`config.mk`:
```
export PLATFORM = sky130hd
export DESIGN_NAME = spi_reg_decoder_flat
export DESIGN_NICKNAME = d
export VERILOG_FILES = /design/src/rtl/spi_reg_decoder_pkg.sv /design/src/rtl/spi_reg_decoder_if.sv /design/src/rtl/spi_reg_decoder_bank.sv /design/src/rtl/spi_reg_decoder.sv /design/src/flat_wrapper.sv
export SDC_FILE = /design/constraint.sdc
export NUM_CORES = 1
export LEC_CHECK = 0
export BUFFER_PORTS_ARGS = -buffer_cell sky130_fd_sc_hd__buf_2
export CAP_MARGIN = 20
export CORE_MARGIN = 4
export CORE_UTILIZATION = 51
export CTS_BUF_LIST = sky130_fd_sc_hd__clkbuf_8
export DETAILED_ROUTE_END_ITERATION = 8
export PLACE_DENSITY = 0.77
export SYNTH_ARGS = -nofsm -noshare
export SYNTH_HDL_FRONTEND = slang
export SYNTH_HIERARCHICAL = 1
export SYNTH_SLANG_ARGS = --single-unit
```
`constraint.sdc`:
```
create_clock -name clk_in -period 2.4 [get_ports clk_in]
set_input_delay 0.48 -clock clk_in [delete_from_list [all_inputs] [get_ports clk_in]]
set_output_delay 0.48 -clock clk_in [all_outputs]
set_load 0.05 [all_outputs]
```
`src/rtl/spi_reg_decoder_pkg.sv`:
```
// Shared constants and types for the SPI register decoder.
package spi_reg_pkg;

  localparam int unsigned CMD_WR_BIT   = 7;
  localparam int unsigned CMD_ADDR_MSB = 6;

  typedef enum logic [1:0] {
    ST_IDLE    = 2'd0,
    ST_CMD     = 2'd1,
    ST_DATA    = 2'd2,
    ST_DISCARD = 2'd3
  } state_e;

  // True when the address field of a command byte has no bits above the bank range.
  function automatic logic cmd_addr_ok(input logic [7:0] cmd, input int unsigned addr_w);
    logic [CMD_ADDR_MSB:0] hi;
    hi = cmd[CMD_ADDR_MSB:0] >> addr_w;
    return (hi == '0);
  endfunction

endpackage

```
`src/rtl/spi_reg_decoder_if.sv`:
```
// Byte-stream and register-bank signal bundle between SPI receiver, decoder and consumers.
interface spi_reg_decoder_if #(
  parameter int unsigned ADDR_W = 4
);
  logic [7:0]                rx_data_in;
  logic                      rx_valid_in;
  logic                      transaction_valid_in;
  logic                      reg_wr_en_out;
  logic [ADDR_W-1:0]         reg_addr_out;
  logic [7:0]                reg_data_out;
  logic                      addr_err_out;
  logic [8*(2**ADDR_W)-1:0]  regs_out;

  // Receiver side: supplies bytes, observes the bank.
  modport master (
    output rx_data_in, rx_valid_in, transaction_valid_in,
    input  reg_wr_en_out, reg_addr_out, reg_data_out, addr_err_out, regs_out
  );

  // Decoder side.
  modport slave (
    input  rx_data_in, rx_valid_in, transaction_valid_in,
    output reg_wr_en_out, reg_addr_out, reg_data_out, addr_err_out, regs_out
  );
endinterface

```
`src/rtl/spi_reg_decoder_bank.sv`:
```
// spi_reg_bank: 2**ADDR_W x 8 register array, one synchronous write port, flat read vector.
module spi_reg_bank #(
  parameter int unsigned ADDR_W = 4
) (
  input  logic                     clk_in,
  input  logic                     reset_in,
  input  logic                     wr_en_in,
  input  logic [ADDR_W-1:0]        wr_addr_in,
  input  logic [7:0]               wr_data_in,
  output logic [8*(2**ADDR_W)-1:0] regs_out
);
  localparam int unsigned NREG = 2**ADDR_W;

  logic [NREG-1:0][7:0] mem_q, mem_d;

  // Write port: replace the addressed byte when enabled.
  always_comb begin
    mem_d = mem_q;
    if (wr_en_in) mem_d[wr_addr_in] = wr_data_in;
  end

  // Bank storage, cleared by reset.
  always_ff @(posedge clk_in) begin
    if (reset_in) mem_q <= '0;
    else          mem_q <= mem_d;
  end

  assign regs_out = mem_q;
endmodule

```
`src/rtl/spi_reg_decoder.sv`:
```
// spi_reg_decoder: parses command byte + data bytes from the SPI receiver into a register bank.
// Optional feature: SPI_REG_AUTOINC_EN enables burst writes with wrapping address increment;
// without it only the first data byte of a transaction is written.
module spi_reg_decoder
  import spi_reg_pkg::*;
#(
  parameter int unsigned ADDR_W = 4
) (
  input logic              clk_in,
  input logic              reset_in,
  spi_reg_decoder_if.slave bus
);
  state_e            state_q, state_d;
  logic [ADDR_W-1:0] ptr_q, ptr_d;
  logic [ADDR_W-1:0] addr_q, addr_d;
  logic [7:0]        data_q, data_d;
  logic              wr_en_q, wr_en_d;
  logic              err_q, err_d;
  logic              hold_q, hold_d;
  logic              byte_ev, cmd_ev, data_ev, cmd_ok, cmd_accept;

  // A byte only counts while chip-select is active; a strobe coincident with its fall is dropped.
  assign byte_ev    = bus.rx_valid_in & bus.transaction_valid_in;
  assign cmd_ok     = cmd_addr_ok(bus.rx_data_in, ADDR_W);
  assign cmd_accept = bus.rx_data_in[CMD_WR_BIT] & cmd_ok;
  // IDLE with chip-select high doubles as CMD so a byte arriving with the select edge is the command.
  assign cmd_ev     = byte_ev & ((state_q == ST_CMD) | ((state_q == ST_IDLE) & ~hold_q));
  assign data_ev    = byte_ev & (state_q == ST_DATA);

  // State and datapath registers.
  always_ff @(posedge clk_in) begin
    if (reset_in) begin
      state_q <= ST_IDLE;
      ptr_q   <= '0;
      addr_q  <= '0;
      data_q  <= '0;
      wr_en_q <= 1'b0;
      err_q   <= 1'b0;
      hold_q  <= 1'b1;
    end else begin
      state_q <= state_d;
      ptr_q   <= ptr_d;
      addr_q  <= addr_d;
      data_q  <= data_d;
      wr_en_q <= wr_en_d;
      err_q   <= err_d;
      hold_q  <= hold_d;
    end
  end

  // Next-state logic; loss of chip-select overrides everything.
  always_comb begin
    state_d = state_q;
    if (!bus.transaction_valid_in) begin
      state_d = ST_IDLE;
    end else begin
      unique case (state_q)
        ST_IDLE: begin
          if (!hold_q) begin
            if (byte_ev) state_d = cmd_accept ? ST_DATA : ST_DISCARD;
            else         state_d = ST_CMD;
          end
        end
        ST_CMD: begin
          if (byte_ev) state_d = cmd_accept ? ST_DATA : ST_DISCARD;
        end
        ST_DATA: begin
`ifdef SPI_REG_AUTOINC_EN
          state_d = ST_DATA;
`else
          if (byte_ev) state_d = ST_DISCARD;
`endif
        end
        ST_DISCARD: state_d = ST_DISCARD;
        default:    state_d = ST_IDLE;
      endcase
    end
  end

  // Pointer, write-report and error-pulse logic.
  always_comb begin
    ptr_d   = ptr_q;
    addr_d  = addr_q;
    data_d  = data_q;
    wr_en_d = data_ev;
    err_d   = cmd_ev & ~cmd_ok;
    // After reset, IDLE stays blocked until chip-select has been seen low.
    hold_d  = hold_q & bus.transaction_valid_in;
    if (cmd_ev) begin
      ptr_d = bus.rx_data_in[ADDR_W-1:0];
    end else if (data_ev) begin
      ptr_d  = ptr_q + ADDR_W'(1);
      addr_d = ptr_q;
      data_d = bus.rx_data_in;
    end
  end

  spi_reg_bank #(
    .ADDR_W(ADDR_W)
  ) u_bank (
    .clk_in     (clk_in),
    .reset_in   (reset_in),
    .wr_en_in   (data_ev),
    .wr_addr_in (ptr_q),
    .wr_data_in (bus.rx_data_in),
    .regs_out   (bus.regs_out)
  );

  assign bus.reg_wr_en_out = wr_en_q;
  assign bus.reg_addr_out  = addr_q;
  assign bus.reg_data_out  = data_q;
  assign bus.addr_err_out  = err_q;
endmodule

```
`src/flat_wrapper.sv`:
```
// flat-port wrapper written by rule: the top's interface ports become plain ports
module spi_reg_decoder_flat import spi_reg_pkg::*;
#(
  parameter int unsigned ADDR_W = 4
)
  (clk_in, reset_in, bus_rx_data_in, bus_rx_valid_in, bus_transaction_valid_in, bus_reg_wr_en_out, bus_reg_addr_out, bus_reg_data_out, bus_addr_err_out, bus_regs_out);
  spi_reg_decoder_if #(.ADDR_W(ADDR_W)) bus_i ();
  input logic clk_in;
  input logic reset_in;
  input wire logic [$bits(bus_i.rx_data_in)-1:0] bus_rx_data_in;
  input wire logic [$bits(bus_i.rx_valid_in)-1:0] bus_rx_valid_in;
  input wire logic [$bits(bus_i.transaction_valid_in)-1:0] bus_transaction_valid_in;
  output wire logic [$bits(bus_i.reg_wr_en_out)-1:0] bus_reg_wr_en_out;
  output wire logic [$bits(bus_i.reg_addr_out)-1:0] bus_reg_addr_out;
  output wire logic [$bits(bus_i.reg_data_out)-1:0] bus_reg_data_out;
  output wire logic [$bits(bus_i.addr_err_out)-1:0] bus_addr_err_out;
  output wire logic [$bits(bus_i.regs_out)-1:0] bus_regs_out;
  assign bus_i.rx_data_in = bus_rx_data_in;
  assign bus_i.rx_valid_in = bus_rx_valid_in;
  assign bus_i.transaction_valid_in = bus_transaction_valid_in;
  assign bus_reg_wr_en_out = bus_i.reg_wr_en_out;
  assign bus_reg_addr_out = bus_i.reg_addr_out;
  assign bus_reg_data_out = bus_i.reg_data_out;
  assign bus_addr_err_out = bus_i.addr_err_out;
  assign bus_regs_out = bus_i.regs_out;
  spi_reg_decoder #(.ADDR_W(ADDR_W)) u_core (.clk_in(clk_in), .reset_in(reset_in), .bus(bus_i));
endmodule
```
== Word-level counts from Yosys, hierarchy flattened ==
Cells that the tools add are included.

* Eq/ne operators: 6
* Divide/modulo/power cells: 0
* Muxes and demuxes: 11
* Add/sub/neg operators: 1
* Order comparisons: 2
* Reduce and logical (&&, ||, !) cells: 7
* Bitwise gates (word level): 12
* Multipliers: 0
* Shift-type cells: 0

{| class="wikitable"
|+ Operators with widths
! cell !! count
|-
| 128-bit bitwise mux || 1
|-
| 8-bit demux with 4-bit select || 1
|-
| 2-bit 2-to-1 mux || 4
|-
| 4-bit 2-to-1 mux || 2
|-
| 8-bit 2-to-1 mux || 1
|-
| 2-bit case mux with 4 select lines || 1
|-
| 1-bit bitwise AND || 7
|-
| 7-bit logical NOT || 1
|-
| 4-bit by 5-bit < comparator with 1-bit output, second input constant || 1
|-
| 4-bit by 1-bit adder with 4-bit output, second input constant || 1
|-
| 2-bit equality test, second input constant || 2
|-
| 4-bit by 1-bit >= comparator with 1-bit output, second input constant || 1
|-
| 2-bit by 1-bit inequality test with 1-bit output, second input constant || 2
|-
| 1-bit NOT || 4
|-
| 3-bit AND reduction || 1
|-
| 2-bit by 1-bit equality test with 1-bit output, second input constant || 1
|-
| 2-bit logical NOT || 1
|-
| 2-bit inequality test, second input constant || 1
|-
| 2-bit AND reduction || 1
|-
| 2-bit nonzero test || 1
|-
| 2-bit OR reduction || 1
|-
| 1-bit logical AND || 1
|-
| 1-bit 2-to-1 mux || 1
|-
| 1-bit bitwise OR || 1
|}

* Input bits: 12
* Bits in registers: 149
* Output and inout port bits: 142
* Latch bits: 0
* Word-level logic and storage cells: 62
* RAM bits: 0
* Memory bits (read-only): 0
* Memories: 0

== Longest topological paths before layout ==
* Depth after elaboration: 6
* Gate-level depth with buffers: 9
* Gate-level depth less buffers: 6

== Hierarchy ==
The synthesis kept the hierarchy.

{| class="wikitable"
|+ By module, submodules not included
! module !! cells an instance !! area an instance (sq um) !! seq. area each (sq um) !! instances
|-
| spi_reg_bank || 457 || 5176.2 || 2562.5 || 1
|-
| spi_reg_decoder || 103 || 889.6 || 420.4 || 1
|}

== Worst setup path after synthesis ==
Ideal clock, no wire load.

* Kind: input to register
* Start: input port bus_rx_valid_in
* End: register u_core.u_bank.mem_q (netlist bit u_core/u_bank/regs_out[10])
* Required time: 2.328 ns
* Library setup time: 0.072 ns
* Buffers on the path: 3
* Stages: 8
* Arrival: 1.780 ns
* Setup slack: 0.548 ns
* Path through: buf_2 -> nand3_4 -> clkinv_2 -> buf_4 -> nor3b_4 -> and2_4 -> buf_6 -> mux2i_1

* Cells in the longest elaborated chain, start to end: 2

{| class="wikitable"
|+ RTL lines
! item !! line !! source
|-
| from (decl) || flat_wrapper.sv:11 || <nowiki>input wire logic [$bits(bus_i.rx_valid_in)-1:0] bus_rx_valid_in;</nowiki>
|-
| 1-bit bitwise AND || spi_reg_decoder.sv:23 || <nowiki>assign byte_ev = bus.rx_valid_in & bus.transaction_valid_in;</nowiki>
|-
| 1-bit bitwise AND || spi_reg_decoder.sv:28 || <nowiki>assign data_ev = byte_ev & (state_q == ST_DATA);</nowiki>
|-
| named net u_core.data_ev || spi_reg_decoder.sv:20 || <nowiki>logic byte_ev, cmd_ev, data_ev, cmd_ok, cmd_accept;</nowiki>
|-
| to (signal assigned) || spi_reg_decoder_bank.sv:25 || <nowiki>else mem_q <= mem_d;</nowiki>
|-
| to (decl) || spi_reg_decoder_bank.sv:14 || <nowiki>logic [NREG-1:0][7:0] mem_q, mem_d;</nowiki>
|}

The timed path passes the listed nets, and every way through them passes these cells.
A chain may end at the register's enable or synchronous reset.

== Final worst setup path ==
* Start: register u_core.state_q[1]
* End: register u_core.u_bank.mem_q (netlist bit u_core/u_bank/regs_out[51])

* Cells in the longest elaborated chain, start to end: 2

{| class="wikitable"
|+ RTL lines
! item !! line !! source
|-
| from (decl) || spi_reg_decoder.sv:13 || <nowiki>state_e state_q, state_d;</nowiki>
|-
| from (signal assigned) || spi_reg_decoder.sv:41 || <nowiki>state_q <= state_d;</nowiki>
|-
| 2-bit equality test || spi_reg_decoder.sv:28 ||
|-
| 1-bit bitwise AND || spi_reg_decoder.sv:28 ||
|}

No other way between the ends.

==> flow_summary_export.csv <==
group,metric,value,unit
run_status,status,"finished clean",
final_layout,ff_latch_area,2980,um^2
floorplanning,rows,39,
cts,numCtsBuffers,17,
cts,cts-root-buf,"clkbuf_8",
placement,postPlaceCellArea,6840,um^2
synthesis,synth_most_common_cell,"dfxtp_1",
critical_path,critical_path.top_delay_family,"simple AND/OR/NAND/NOR gates",
synthesis,synth_area_per_cell,10.8,um^2
synthesis,synthTopCellsByArea,"dfxtp_1 (49%), mux2i_1 (21%), nand2b_1 (14%), buf_6 (1.7%), nand2_1 (1.7%)",
critical_path,cp.depth,7,
synthesis,async_reset_ff_share,0,%
synthesis,ys_ff_latch,149,
cts,cts_hold_repair.buffers,0,
critical_path,path_max_fanout,18,
routing,routedWlPerCell,17.7,um
placement,numPortBuffers,153,
timing,hold_viol_final,0,
final_layout,n_fill_cell,947,
routing,wirelength,15100,um
power,ir_worst_vdd,0.327,mV
critical_path,worst_ep_arrival_time,2370,ps
floorplanning,num_io_pins,154,
cts,cts_buffer_depth,2,
synthesis,syn_area,6070,um^2
floorplanning,start_util,52.7,%
timing,maxSlewHeadroom,63.0,%
timing,skew,10.1,ps
flow_run,max-cap-violations,0,
floorplanning,dieHeight,117,um
global_route,overflow,0,
synthesis,synth_top_area_share,49.2,%
power,total_power,0.00480,W
critical_path,cpPeakStageDelay,470,ps
critical_path,critPathRequiredTime,2710,ps
floorplanning,die_w,117,um
timing,period_minus_slack,2060,ps
routing,vias,4458,
final_layout,drive_gt1_share,32.1,%
global_route,grt_max_degree,78,
routing,drcViolationCount,0,
synthesis,ys_warn_count,6,
timing,max_freq,486,MHz
cts,post-cts-setup-buffer-count,0,
cts,clock_latency,430,ps
cts,htreeDepth,4,
cts,clock_sinks,149,
synthesis,synth.net_count,573,
routing,first_pass_iters,4,
critical_path,crit_chain,"nor2b_4 -> nand3_4 -> clkinv_2 -> buf_4 -> and3b_2 -> nand2_2 -> mux2i_1",
hold_path,hold_path_class,"primary input to flop",
synthesis,ys.flop_type,"dfxtp_1",
global_route,grt_antenna_before_repair,0,
placement,dp_hpwl,10400,um
global_route,grt_pass1_vias,4391,
routing,viasPerCell,5.23,
timing,setup_viol,0,
critical_path,cpMaxStageDelayCell,"dfxtp_1",
floorplanning,dieArea,13700,um^2
final_layout,design_area,7270,um^2
critical_path,end_kind,"flop",
synthesis,synth_edf_count,0,
timing,tns,0,ps
final_layout,syn_to_final_growth,19.8,%
hold_path,holdPathStages,3,
synthesis,ys_types,41,
timing,finalCritPeriodShare,85.8,%
timing,slew_viol_final,0,
floorplanning,core,11500,um^2
global_route,grt_pass1_wl,23100,um
placement,dp_cells,822,
timing,setup_slack,341,ps
timing,rsz0062_at_grt,"no",
critical_path,path_class,"flop to flop",
power,p_leak,3.90,nW
final_layout,multi_input_area,2800,um^2
synthesis,synth_top_cell_by_area,"dfxtp_1",
critical_path,start_kind,"flop",
critical_path,crit_buf_inv,2,
routing,drt_iter0_drc,275,
cts,cts_tree,"done",
placement,dp_worst_setup_slack,382,ps
synthesis,ys_seq_area_share,49.2,%
synthesis,netlist_instances,560,
synthesis,ys_top_cells_by_count,"dfxtp_1 (149), nand2b_1 (137), mux2i_1 (128)",
final_layout,antenna_cells,0,
placement,place_congestion,0.879,
final_layout,final_cells,853,
timing,tightest_slew,555,ps
critical_path,worstRegToRegCells,7,
power,powerDensity,661,nW/um^2
cts,post_cts_resized,0,
cts,clkTransAtPathRegs,80,ps
final_layout,nets,711,
routing,antenna_left,0,
global_route,grt_use_total,22.1,%
[final timing paths]
path / start / to / slack (ps)
worst min-delay path: bus_rx_data_in[6] / u_core/bus.reg_data_out[6] / 320
worst min register to register: u_core/bus.reg_data_out[3] / u_core/bus.reg_data_out[3] / 470
worst max-delay path: u_core/state_q[1] / u_core/u_bank/regs_out[51] / 340
worst max register to register: u_core/state_q[1] / u_core/u_bank/regs_out[51] / 340
[tightest hold or removal path, cell delays in order]
cell and delay [ps]:
buf_2 110, nand2_1 50, a21oi_1 50
[logic make-up after synthesis]
kind of cell,after synthesis,share of synthesized area (%)
compound gates,27,2.81
buf+inv,51,4.70
flops,149,49.2
mux,128,21.1
fa+ha+maj,1,0.206
simple gates,204,22.0
[cells in the final DEF, fill, tap and decap left out, types with 2 or more instances in the layout]
| cell | netlist | final |
|---|---|---|
| a21oi_1 | 16 | 16 |
| and2_4 | 2 | 2 |
| and3b_2 | 2 | 2 |
| buf_2 | 13 | 152 |
| buf_4 | 2 | 14 |
| bufinv_16 | 0 | 4 |
| clkbuf_8 | 0 | 18 |
| clkinv_2 | 1 | 6 |
| dfxtp_1 | 149 | 149 |
| inv_1 | 3 | 3 |
| inv_6 | 0 | 2 |
| mux2i_1 | 128 | 128 |
| nand2_1 | 27 | 27 |
| nand2_2 | 9 | 9 |
| nand2_4 | 2 | 2 |
| nand2b_1 | 137 | 137 |
| nand3_4 | 5 | 5 |
| nand4_1 | 2 | 2 |
| nor2_1 | 4 | 4 |
| nor2b_4 | 3 | 3 |
| nor3_1 | 3 | 3 |
[metrics by stage]
| stage | util [%] | hold WS (ps) |
|---|---|---|
| 6_report | 63.1 | 317 |
| 5_1_grt | 63.1 | 291 |
| 4_1_cts | 63.1 | 289 |
| 3_5_place_dp | 59.4 | 457 |
| 3_3_place_gp | 59.4 | 448 |
| 2_1_floorplan | - | 495 |
[flip-flops by register name, summed over array words and instances, names as in the netlist]
| signal | count |
|---|---|
| u_core/hold_q | 1 |
| u_core/bus.reg_addr_out | 4 |
| u_core/ptr_q | 4 |
| u_core/u_bank/regs_out | 128 |
| u_core/bus.reg_data_out | 8 |
| u_core/state_q | 2 |
| u_core/bus.reg_wr_en_out | 1 |
| u_core/bus.addr_err_out | 1 |
[metal layers]
| layer | GRT usage (%) | share of wire [%] | up-vias |
|---|---|---|---|
| met5 | 0 | 0 | - |
| met4 | 7.26 | 1.7 | 0 |
| met3 | 5.86 | 5.9 | 18 |
| met2 | 35.3 | 47 | 161 |
| met1 | 29.2 | 46 | 2148 |
| li1 | - | - | 2131 |
[cell type report]
class | count | area share (%)
flip-flops and latches | 149 | 41.0
multi-input cells | 360 | 38.5
repair buffers | 166 | 11.9
clock buffers | 18 | 3.41
clock inverters | 13 | 2.46
well taps | 143 | 2.46
inverters | 4 | 0.224
[power breakdown]
group / internal (W) / total (W) / switching [W]
sequential: 0.00248 / 0.00249 / 0.0000130
combinational: 0.0000853 / 0.000227 / 0.000142
clock: 0.00115 / 0.00208 / 0.000928
total: 0.00372 / 0.00480 / 0.00108
Power figures use the tool's default switching activity.
